$ cat src/rtl/apb_arb_pkg.sv
// Shared types and constants for the APB request arbiter.
// Bus widths match the APB master this arbiter feeds.
package apb_arb_pkg;

    typedef enum logic [1:0] {
        IDLE = 2'b00,
        BUSY = 2'b01,
        DONE = 2'b10
    } state_t;

    localparam int APB_ADDR_W = 8;
    localparam int APB_DATA_W = 8;

    function automatic int idx_w(input int n);
        return (n <= 2) ? 1 : $clog2(n);
    endfunction

endpackage

$ cat src/rtl/apb_rr_pick.sv
// Round-robin picker: rotate requests past the pointer, take the lowest
// set bit, rotate the result back to an absolute one-hot grant and index.
module apb_rr_pick
    import apb_arb_pkg::*;
#(
    parameter int N  = 4,
    parameter int IW = 2
) (
    input  logic [N-1:0]  req,
    input  logic [IW-1:0] ptr,
    output logic [N-1:0]  grant,
    output logic [IW-1:0] idx
);

    logic [2*N-1:0] dbl;
    logic [N-1:0]   rot;
    logic [IW-1:0]  start;
    logic [IW-1:0]  pos;
    logic [IW:0]    sum;
    logic           hit;

    // search starts one past the last owner, wrapping at N
    always_comb begin
        start = (ptr == IW'(N - 1)) ? '0 : ptr + 1'b1;
        dbl   = {req, req} >> start;
        rot   = dbl[N-1:0];
        pos   = '0;
        hit   = 1'b0;
        for (int k = N - 1; k >= 0; k--) begin
            if (rot[k]) begin
                pos = IW'(k);
                hit = 1'b1;
            end
        end
        sum = {1'b0, start} + {1'b0, pos};
        if (sum >= (IW + 1)'(N)) begin
            idx = IW'(sum - (IW + 1)'(N));
        end else begin
            idx = sum[IW-1:0];
        end
        grant = hit ? ({{(N - 1){1'b0}}, 1'b1} << idx) : '0;
    end

endmodule

$ cat src/rtl/apb_req_arbiter.sv
// Shares one APB master among several requesters with round-robin
// arbitration, a command latch, a completion monitor and a watchdog.
module apb_req_arbiter
    import apb_arb_pkg::*;
#(
    parameter int NUM_REQ     = 4,
    parameter int ADDR_W      = APB_ADDR_W,
    parameter int DATA_W      = APB_DATA_W,
    parameter int TIMEOUT_CYC = 64
) (
    input  logic                      clk,
    input  logic                      resetn,
    input  logic [NUM_REQ-1:0]        req,
    input  logic [NUM_REQ-1:0]        req_write,
    input  logic [NUM_REQ*ADDR_W-1:0] req_addr,
    input  logic [NUM_REQ*DATA_W-1:0] req_wdata,
    output logic [NUM_REQ-1:0]        gnt,
    output logic [NUM_REQ-1:0]        done,
    output logic [DATA_W-1:0]         rsp_rdata,
    output logic                      rsp_err,
    output logic                      rsp_timeout,
    output logic                      transfer,
    output logic                      write,
    output logic [ADDR_W-1:0]         apb_write_paddr,
    output logic [ADDR_W-1:0]         apb_read_paddr,
    output logic [DATA_W-1:0]         apb_write_data,
    input  logic                      penable,
    input  logic                      pready,
    input  logic                      pslverr,
    input  logic [DATA_W-1:0]         prdata
);

    localparam int IW = idx_w(NUM_REQ);
    localparam int CW = idx_w(TIMEOUT_CYC);

    state_t              state;
    logic [IW-1:0]       owner;
    logic [IW-1:0]       rr_ptr;
    logic [IW-1:0]       pick_idx;
    logic [NUM_REQ-1:0]  pick_gnt;
    logic                cmd_write;
    logic [ADDR_W-1:0]   cmd_addr;
    logic [DATA_W-1:0]   cmd_wdata;
    logic [CW-1:0]       wd_cnt;
    logic                cpl;
    logic                expire;
    logic                busy;

    // pready alone is not a completion; only the enable phase counts
    assign cpl    = penable & pready;
    assign busy   = (state == BUSY);
    assign expire = (wd_cnt == CW'(TIMEOUT_CYC - 1));

    apb_rr_pick #(
        .N  (NUM_REQ),
        .IW (IW)
    ) u_pick (
        .req   (req),
        .ptr   (rr_ptr),
        .grant (pick_gnt),
        .idx   (pick_idx)
    );

    // arbitration FSM, command latch and BUSY-cycle watchdog
    always_ff @(posedge clk or negedge resetn) begin
        if (!resetn) begin
            state     <= IDLE;
            owner     <= '0;
            rr_ptr    <= IW'(NUM_REQ - 1);
            gnt       <= '0;
            cmd_write <= 1'b0;
            cmd_addr  <= '0;
            cmd_wdata <= '0;
            wd_cnt    <= '0;
        end else begin
            unique case (state)
                IDLE: begin
                    if (|req) begin
                        owner     <= pick_idx;
                        gnt       <= pick_gnt;
                        cmd_write <= req_write[pick_idx];
                        cmd_addr  <= req_addr[pick_idx*ADDR_W +: ADDR_W];
                        cmd_wdata <= req_wdata[pick_idx*DATA_W +: DATA_W];
                        wd_cnt    <= '0;
                        state     <= BUSY;
                    end
                end
                BUSY: begin
                    if (cpl || expire) begin
                        state <= DONE;
                    end else begin
                        wd_cnt <= wd_cnt + 1'b1;
                    end
                end
                DONE: begin
                    gnt    <= '0;
                    rr_ptr <= owner;
                    state  <= IDLE;
                end
                default: begin
                    state <= IDLE;
                end
            endcase
        end
    end

    // response capture; a completion in the expiry cycle still wins
    always_ff @(posedge clk or negedge resetn) begin
        if (!resetn) begin
            rsp_rdata   <= '0;
            rsp_err     <= 1'b0;
            rsp_timeout <= 1'b0;
        end else if (busy && cpl) begin
            if (!cmd_write) begin
                rsp_rdata <= prdata;
            end
            rsp_err     <= pslverr;
            rsp_timeout <= 1'b0;
        end else if (busy && expire) begin
            rsp_err     <= 1'b1;
            rsp_timeout <= 1'b1;
        end
    end

    assign transfer        = busy;
    assign write           = busy & cmd_write;
    assign apb_write_paddr = (busy && cmd_write) ? cmd_addr : '0;
    assign apb_read_paddr  = (busy && !cmd_write) ? cmd_addr : '0;
    assign apb_write_data  = busy ? cmd_wdata : '0;
    assign done            = (state == DONE) ? gnt : '0;

endmodule

$ cat config.mk
export PLATFORM = sky130hd
export DESIGN_NAME = apb_req_arbiter
export DESIGN_NICKNAME = d
export VERILOG_FILES = /design/src/rtl/apb_arb_pkg.sv /design/src/rtl/apb_rr_pick.sv /design/src/rtl/apb_req_arbiter.sv
export SDC_FILE = /design/constraint.sdc
export NUM_CORES = 1
export LEC_CHECK = 0
export ABC_CLOCK_PERIOD_IN_PS = 6450
export BUFFER_PORTS_ARGS = -buffer_cell sky130_fd_sc_hd__buf_2
export CORE_ASPECT_RATIO = 1.75
export CORE_UTILIZATION = 50
export DETAILED_ROUTE_END_ITERATION = 6
export PLACE_DENSITY = 0.84
export SKIP_LAST_GASP = 1
export SLEW_MARGIN = 15
export SYNTH_ARGS = -nofsm -noshare
export SYNTH_HDL_FRONTEND = slang
export SYNTH_SLANG_ARGS = --single-unit
$ cat constraint.sdc
create_clock -name clk -period 6.45 [get_ports clk]
set_clock_uncertainty 0.2 [all_clocks]
set_input_delay 0.9675 -clock clk [delete_from_list [all_inputs] [get_ports clk]]
set_output_delay 0.9675 -clock clk [all_outputs]
set_load 0.005 [all_outputs]
# Yosys cells after proc, flatten, opt, wreduce, memory -nomap -nowiden
# Cells that the tools add are included.
# word_totals
out_inout_bits	44
reg_bits	43
in_bits	85
elab_cells	75
# classes
order_cmp	2
shifts	4
n_eq_ne	7
bitwise_logic	3
addsub	4
reduce_logical	16
mux	28
# ops
op	n
$shiftx 32x6->8	2
$mux 8	3
$mux 2	8
$mux 4	3
$mux 6	2
$pmux 6 s2	1
$mux 1	8
$pmux 4 s2	1
$reduce_and 2->1	4
$shr 8x2->4	1
$add 6x1->6 const B	1
$eq 6x6->1 const B	1
$reduce_bool 2->1	3
$eq 2x2->1 const B	2
$logic_and 1x1->1	4
$ne 2x2->1 const B	2
$pmux 2 s2	1
$reduce_or 4->1	1
$shl 1x2->4 const A	1
$add 2x2->3	1
$ge 3x3->1 const B	1
$lt 2x3->1 const B	1
$reduce_and 3->1	1
$add 2x1->2 const B	1
9 further kinds	10

# Logic depth before layout (Yosys ltp)
# Gate-level depths: netlist (run 1).
# depth
word_depth	14
ltp_mapped	13
depth_no_buf	11

# Cells and area by module
# Synthesis (run 1) repeated with hierarchy kept, for this count alone.
# hier_totals
hier_cells	260
area_unflattened_um2	2620.0
# by_module_without_submodules
mod	area_per_inst_um2	n_inst	cells_per_inst	seq_area_each_um2
apb_req_arbiter	2369.8	1	224	1078.5
apb_rr_pick	250.2	1	36	0.0

# Worst setup path before layout (run 1)
# OpenSTA, ideal clock, no wires.
# synth_timing
path_kind	in2reg
startpoint	in req[1]
endpoint	reg cmd_addr[6]
path_buffers	2
required_ns	6.107
arrival_time_ns	3.016
setup_ns	0.143
stages	11
path_slack_ns	3.091
path_cell_list	inv_1 -> o21ai_0 -> a21oi_1 -> o21ai_0 -> o21ai_0 -> ha_1 -> clkbuf_1 -> clkbuf_1 -> mux2_2 -> nand4_1 -> o311ai_2
# synth_via
elab_chain_len	9
elab_cells_between_ends	12
cone_classes	add/sub (2); order compare (1); shift (2); mux (5); reduce/logical (2)
# synth_lines
element	line	text
from (decl)	apb_req_arbiter.sv:13	input logic [NUM_REQ-1:0] req,
$shr 8x2->4 *	apb_rr_pick.sv:25	dbl = {req, req} >> start;
$mux 2 (3 in series)	apb_rr_pick.sv:30	if (rot[k]) begin
$mux 2 *	apb_rr_pick.sv:30	
$add 2x2->3 *	apb_rr_pick.sv:35	sum = {1'b0, start} + {1'b0, pos};
$ge 3x3->1 / $sub 2x1->2 (equally long branches)	apb_rr_pick.sv:36, apb_rr_pick.sv:37	
$mux 2 *	apb_rr_pick.sv:36	if (sum >= (IW + 1)'(N)) begin
net pick_idx[0]	apb_req_arbiter.sv:39	logic [IW-1:0] pick_idx;
$shiftx 32x6->8 *	apb_req_arbiter.sv:82	cmd_addr <= req_addr[pick_idx*ADDR_W +: ADDR_W];
to (signal assigned)	apb_req_arbiter.sv:82	
to (decl)	apb_req_arbiter.sv:42	logic [ADDR_W-1:0] cmd_addr;
# The timed path passes the listed nets; every way through them passes the cells marked *.
# A chain may end at the register's enable or synchronous reset.

# Worst setup path in the final report (run 1)
# layout_timing
startpoint	reg rr_ptr[0]
endpoint	reg cmd_write
# layout_via
elab_chain_len	12
elab_cells_between_ends	14
cone_classes	add/sub (3); order compare (1); eq/ne (1); shift (1); mux (8)
# layout_lines
element	line	text
from (decl)	apb_req_arbiter.sv:38	logic [IW-1:0] rr_ptr;
from (signal assigned)	apb_req_arbiter.sv:69	rr_ptr <= IW'(NUM_REQ - 1);
from (signal assigned)	apb_req_arbiter.sv:97	rr_ptr <= owner;
$add 2x1->2 / $eq 2x2->1 (equally long branches)	apb_rr_pick.sv:24	start = (ptr == IW'(N - 1)) ? '0 : ptr + 1'b1;
$mux 2 *	apb_rr_pick.sv:24	
$shr 8x2->4	apb_rr_pick.sv:25	
$mux 2 (4 in series)	apb_rr_pick.sv:30	
$add 2x2->3 *	apb_rr_pick.sv:35	
$ge 3x3->1 / $sub 2x1->2 (equally long branches)	apb_rr_pick.sv:36, apb_rr_pick.sv:37	
$mux 2 *	apb_rr_pick.sv:36	
net pick_idx[0]	apb_req_arbiter.sv:39	
$bmux 1 s2 *	apb_req_arbiter.sv:81	cmd_write <= req_write[pick_idx];
$mux 1 (implied by the code) *	apb_req_arbiter.sv:81	
to (signal assigned)	apb_req_arbiter.sv:81	
to (decl)	apb_req_arbiter.sv:41	logic cmd_write;
# The timed path passes the listed nets; every way through them passes the cells marked *. The select of a mux whose other input is x is not followed.

==> results of run 1 <==
## path summary, 6_finish.rpt
kind,start,to,cells past startpoint
max in group asynchronous,resetn,state[0]$_DFFE_PN0P_,1
worst min register to register,rr_ptr[1]$_DFFE_PN1P_,rr_ptr[1]$_DFFE_PN1P_,2
worst max-delay path,rr_ptr[0]$_DFFE_PN1P_,cmd_write$_DFFE_PN0P_,10
min in group asynchronous,resetn,wd_cnt[0]$_DFFE_PN0P_,1
worst max register to register,rr_ptr[0]$_DFFE_PN1P_,cmd_write$_DFFE_PN0P_,10
worst min-delay path,rr_ptr[1]$_DFFE_PN1P_,rr_ptr[1]$_DFFE_PN1P_,2
## metrics by stage
stage	util, %	instance area, um2	setup slack (ps)	cells	power [W]
after floorplan	-	2670	3090	273	0.00131
after CTS	66.9	3390	2810	445	0.00173
after detailed placement	65.3	3300	2580	437	0.00157
final	66.9	3390	2790	445	0.00173
after global routing	66.9	3390	2550	445	0.00187
after global placement	65.3	3300	2720	437	0.00153
## per-layer routing
metal  up-vias  part of all wire [%]
met2       111                    56
li1       1233                     -
met3        14                   6.1
met5         -                     0
met4         0                   2.3
met1      1214                    36
## critical path: stages, from the launching register on
cell and delay, ps:
dfstp_2 570, ha_1 310, o21ai_0 210, a21oi_1 90, o21ai_0 170, o21ai_0 110, ha_1 820, buf_4 410
mux2_2 380, nand4_1 110, o311ai_2 130
## cell usage after synthesis (2+ instances only)
library cell | n | area, um2
o311ai_2 | 8 | 130
a21oi_1 | 8 | 40.0
dfrtp_1 | 41 | 1030
nor2b_1 | 2 | 12.5
a32o_1 | 2 | 20.0
mux2i_1 | 17 | 170
inv_1 | 5 | 18.8
and3_1 | 8 | 50.1
nand2b_1 | 2 | 12.5
ha_1 | 3 | 37.5
nand2_1 | 35 | 131
and2_1 | 21 | 131
buf_6 | 3 | 33.8
nor2_1 | 8 | 30.0
nand3_1 | 7 | 35.0
dfstp_2 | 2 | 52.6
nand4_1 | 18 | 113
mux2_2 | 25 | 282
or3_1 | 4 | 25.0
o21ai_0 | 12 | 60.1
o311ai_1 | 9 | 78.8
clkbuf_1 | 16 | 60.1
nor3_1 | 3 | 15.0
## cell type report
| cell class | count | area share, % |
|---|---|---|
| clock buffer | 5 | 2.03 |
| clock inverter | 3 | 0.443 |
| inverter | 5 | 0.554 |
| multi-input combinational | 205 | 43.8 |
| sequential | 43 | 31.8 |
| tap | 54 | 1.99 |
| timing repair buffer | 130 | 19.4 |
## sequential cells by signal (all words and copies together) (netlist names)
signal / cells
rsp_rdata: 8
rr_ptr: 2
rsp_err: 1
state: 2
cmd_addr: 8
rsp_timeout: 1
gnt: 4
cmd_write: 1
wd_cnt: 6
owner: 2
cmd_wdata: 8
## power by group through the flow
stage | Combinational [W] | Sequential, W | Clock [W]
finish | 0.00108 | 0.000477 | 0.000166
global route | 0.00120 | 0.000493 | 0.000179
CTS | 0.00109 | 0.000477 | 0.000167
detailed placement | 0.00109 | 0.000482 | 0
global placement | 0.00106 | 0.000476 | 0
floorplan | 0.000856 | 0.000455 | 0
## cell families (layout without fill, tap and decap cells)
group / count (synthesis) / count (layout) / share of synthesized area [%]
buf+inv: 25 / 143 / 4.35
flops: 43 / 43 / 40.4
simple gates: 112 / 112 / 21.9
compound gates: 47 / 47 / 14.7
mux: 42 / 42 / 16.9
xor+xnor: 1 / 1 / 0.328
fa+ha+maj: 3 / 3 / 1.40
==> metrics.md, run 1 <==
| Metric | Value |
|---|---|
| Worst-Skew Late Latency | 300 ps |
| Area occupied by multi-input gates | 0.00148 mm2 |
| FF+latch count, synth | 43 |
| Final worst path period share | 56.7% |
| Async set or reset register ratio after synthesis | 100% |
| Syn_area_per_cell | 9.79 um2 |
| TritonCTS Buffers | 5 |
| Die W | 57.3 um |
| Final setup violation count | 0 |
| Starting Density | 52.8% |
| Clk root buf | clkbuf_8 |
| Mapped Area | 0.00267 mm2 |
| Startpoint types | flop |
| First-pass GRT wire length | 11300 um |
| Detailed placement HPWL | 5210 um |
| Gp weighted congestion | 0.768 |
| Vias in the first global route | 2652 |
| Final #Nets | 478 |
| Routed Antenna Nets | 0 |
| Tmin final | 3660 ps |
| Seq/Total Area, Yosys | 40.4% |
| Layout area overhead | 26.8% |
| Worst Hold Class | reg -> reg |
| Critical Path AT | 3600 ps |
| Switch Pwr | 0.000761 W |
| DRT Pass-1 Iters | 7 |
| Sw Ratio | 44.1% |
| DIE AREA | 0.00565 mm2 |
| Combinational group share of total power | 62.7% |
| Final Hold Violating Endpoints | 0 |
| Total number of vias | 2572 |
| Most common cell after layout, fill and taps aside | buf_2 |
| Syn nets | 361 |
| Hold_buf cts | 0 |
| Largest net degree at the start of global routing | 46 |
| Max Freq | 273 MHz |
| PortBufs | 128 |
| I/O Pins | 129 |
| Std-Cell Rows | 34 |
| Synth unique cells | 37 |
| Worst slew pin tran | 1020 ps |
| Flop pwr share | 27.6% |
| Fillers | 422 |
| TNS Setup | 0 ps |
| Failing checks | design-rule violations |
| Routed WL per cell | 15.4 um |
| Final Max Tran Viols | 0 |
| Via density | 5.78 |
| Inserted Diodes | 0 |
| Storage element area | 0.00108 mm2 |
| Clock sink count | 43 |
| Worst setup EP type | flop |
| Initial antenna violation count | 0 |
| Pint | 0.000965 W |
| Drt drc | 6 |
| CTS resizes | 0 |
| RSZ-0062 raised after global routing | no |
| Cells after synthesis | 273 |
| CTS tree | done |
| Yosys warns | 0 |
| Initial DRC count | 75 |
| Number of synthesized flops with an enable pin | 0 |
| Global route hottest layer | met2 |
| Layout cell share with drive strength beyond 1 | 45.3% |
| Main synth FF type | dfrtp_1 |
| Die Height | 98.7 um |
| Total track usage | 25.5% |
| Total routed wirelength | 6830 um |
| M1 GR Usage | 27.2% |
| Clock share of power | 9.6% |
| Core area | 0.00506 mm2 |
| Routing usage on met3 | 4.07% |
| Deepest level of the CTS H-tree | 2 |
| Maximum clock path buffer count | 2 |
| Max transition margin | 31.2% |
| Worst Path Max Fanout | 19 |
| Pleak | 1.73 nW |
| Max rail drop VDD | 390 uV |
| Hold_ws | 264 ps |
| Status | finished with violations |
| Critical Path RT | 6400 ps |
| Number of post-CTS setup repair buffers | 0 |
| Critical path class | reg -> reg |
| Clk slew on worst S/H paths | 80 ps |
| Congestion Overflow GR | 0 |
| Power Density | 510 mW/mm2 |
| Commonest non-fill, non-tap cells in the layout | buf_2, dfrtp_1, nand2_1, mux2_2, and2_1 |
| R2R setup slack | 2790 ps |
| Max-cap violation count | 0 |
| M2 GR Usage | 49.2% |
Power figures use the tool's default switching activity.
==> inputs of run 2 (changes only) <==
Settings changed: ABC_CLOCK_PERIOD_IN_PS 6450 to 3400, CORE_UTILIZATION 50 to 47, PLACE_DENSITY 0.84 to 0.79.
Clock period 6.45 ns to 3.4 ns, I/O delays scaled along.
==> metrics.md, run 2 (same netlist as run 1, synthesis figures left out) <==
| Metric | Value |
|---|---|
| Status | complete, no violations |
| Hold_buf cts | 0 (unchanged) |
| Routed WL per cell | 14.7 um (-4.5%) |
| Most common cell after layout, fill and taps aside | buf_2 |
| Critical path's slowest cell | dfstp_2 |
| Detailed placement HPWL | 5320 um (+2.1%) |
| CP delay by family, top | adder cells |
| Pleak | 1.75 nW (+1.2%) |
| Max transition margin | 35.5% (+4.3 points) |
| Critical Path AT | 2830 ps (-770 ps) |
| Critical path buffers and inverters | 1 (unchanged) |
| DRT Pass-1 Iters | 4 (-3) |
| Final Max Tran Viols | 0 (unchanged) |
| Max incr delay on CP | 570 ps (-250 ps) |
| Fillers | 517 (+23%) |
| Maximum clock path buffer count | 2 (unchanged) |
| Via density | 5.55 (-3.9%) |
| PortBufs | 128 (unchanged) |
| First-pass GRT wire length | 11100 um (-2.4%) |
| TritonCTS Buffers | 5 (unchanged) |
| CTS tree | done |
| Clk slew on worst S/H paths | 90 ps (about the same) |
| Reg2Reg Depth | 10 (unchanged) |
| Vias in the first global route | 2495 (-5.9%) |
| Core area | 0.00554 mm2 (+9.4%) |
| Congestion Overflow GR | 0 (unchanged) |
| Routing usage on met3 | 3.32% (-0.75 points) |
| Worst Path Max Fanout | 36 (+17) |
| Tmin final | 2870 ps (-791 ps) |
| Drt drc | 0 (-6) |
| Gp weighted congestion | 0.805 (+4.8%) |
| Routed Antenna Nets | 0 (unchanged) |
| Worst Hold Class | in -> async |
| Final Hold Violating Endpoints | 0 (unchanged) |
| Final worst path period share | 84.3% (+28 points) |
| Deepest level of the CTS H-tree | 2 (unchanged) |
| Final Util | 62.7% (-4.2 points) |
| Layout cell share with drive strength beyond 1 | 45.7% (+0.44 points) |
| TNS Setup | 0 ps (unchanged) |
| Clk root buf | clkbuf_8 |
| Global route hottest layer | met2 |
| M1 GR Usage | 28.4% (+1.2 points) |
| Starting Density | 48.2% (-4.6 points) |
| Most frequent CP cell | o21ai_0 |
| Crit-path cells | ha_1, o21ai_0, a21oi_1, o21ai_0, o21ai_0, ha_1, buf_12, mux2_2, nand4_1, o311ai_2 |
| Total number of vias | 2626 (+2.1%) |
| Critical path depth | 10 (unchanged) |
| Std-Cell Rows | 36 (+5.9%) |
| RSZ-0062 raised after global routing | no |
| Total routed wirelength | 6940 um (+1.5%) |
| Layout area overhead | 30.1% |
| Largest regs | cmd_addr (8), cmd_wdata (8), rsp_rdata (8) |
| Commonest non-fill, non-tap cells in the layout | buf_2, dfrtp_1, nand2_1, mux2_2, and2_1 |
| I/O Pins | 129 (unchanged) |
| Worst setup EP type | flop |
| Total track usage | 24.2% (-1.4 points) |
| Number of post-CTS setup repair buffers | 0 (unchanged) |
| Largest net degree at the start of global routing | 44 (-4.3%) |
| Initial DRC count | 63 (-16%) |
| DIE AREA | 0.00600 mm2 (+6.2%) |
| Worst slew pin tran | 967 ps (-56.8 ps) |
| Initial antenna violation count | 0 (unchanged) |
| Max Freq | 349 MHz (+28%) |
| M2 GR Usage | 42.1% (-7.1 points) |
| Final #Nets | 483 (+1.0%) |
| Critical path class | reg -> reg |
| Max rail drop VDD | 875 uV (+120%) |
| Startpoint types | flop |
| CTS resizes | 0 (unchanged) |
| Clock sink count | 43 (unchanged) |
| Die W | 59 um (+3.0%) |
| Post-DP Area | 0.00338 mm2 (+2.3%) |
| Final setup violation count | 0 (unchanged) |
| Max-cap violation count | 0 (unchanged) |
| Critical Path RT | 3360 ps (-3040 ps) |
| Final instance area | 0.00348 mm2 (+2.6%) |
| Power Density | 969 mW/mm2 (+90%) |
| Die Height | 102 um (+3.1%) |
| Worst-Skew Late Latency | 300 ps (about the same) |
==> run 2: changes by cell type in the layout (fill, tap and decap cells not counted), sizes merged <==
cell | before | now
buf | 130 | 135
inv | 5 | 6
diode | 0 | 1
clkinv | 3 | 0
clkinvlp | 0 | 2
==> run 2: report_power, final <==
part | internal [W] | leakage (nW) | switching, W | total [W]
sequential | 0.000747 | 0.534 | 0.000153 | 0.000900
clock | 0.000147 | 0.0408 | 0.000187 | 0.000334
combinational | 0.00101 | 1.18 | 0.00112 | 0.00213
==> run 2: worst paths after layout <==
path	start	endpoint	slack, ps
hold reg to reg	rr_ptr[1]$_DFFE_PN1P_	rr_ptr[1]$_DFFE_PN1P_	270
min in group clk	pready	rsp_timeout$_DFFE_PN0P_	220
setup reg to reg	rr_ptr[0]$_DFFE_PN1P_	cmd_addr[7]$_DFFE_PN0P_	530
hold / removal	resetn	cmd_addr[1]$_DFFE_PN0P_	160
max in group asynchronous	resetn	rsp_err$_DFFE_PN0P_	2240
setup / recovery	rr_ptr[0]$_DFFE_PN1P_	cmd_addr[7]$_DFFE_PN0P_	530
==> run 2: layout make-up <==
class | count | area, um2 | share of cell area [%]
multi-input combinational | 205 | 1480 | 42.7
sequential | 43 | 1080 | 31.0
timing repair buffer | 135 | 706 | 20.3
tap | 76 | 95.1 | 2.74
clock buffer | 5 | 68.8 | 1.98
clock inverter | 3 | 23.8 | 0.684
inverter | 5 | 18.8 | 0.540
antenna | 1 | 2.50 | 0.0720
==> run 2: through the flow <==
stage | setup slack, ps | total power (W) | hold WS [ps] | std cells
3_5_place_dp | 540 | 0.00305 | 264 | 464
3_3_place_gp | 604 | 0.00298 | 251 | 464
4_1_cts | 531 | 0.00339 | 194 | 472
5_1_grt | 326 | 0.00364 | 216 | 472
6_report | 533 | 0.00337 | 165 | 473
2_1_floorplan | 198 | 0.00249 | 14.4 | 273
==> run 2: per-layer routing <==
layer	vias to the layer above	part of all wire [%]	routed length [um]
met4	0	2.4	166
met3	15	5.0	347
met2	120	55	3800
met5	-	0	0
met1	1241	38	2630
li1	1250	-	-
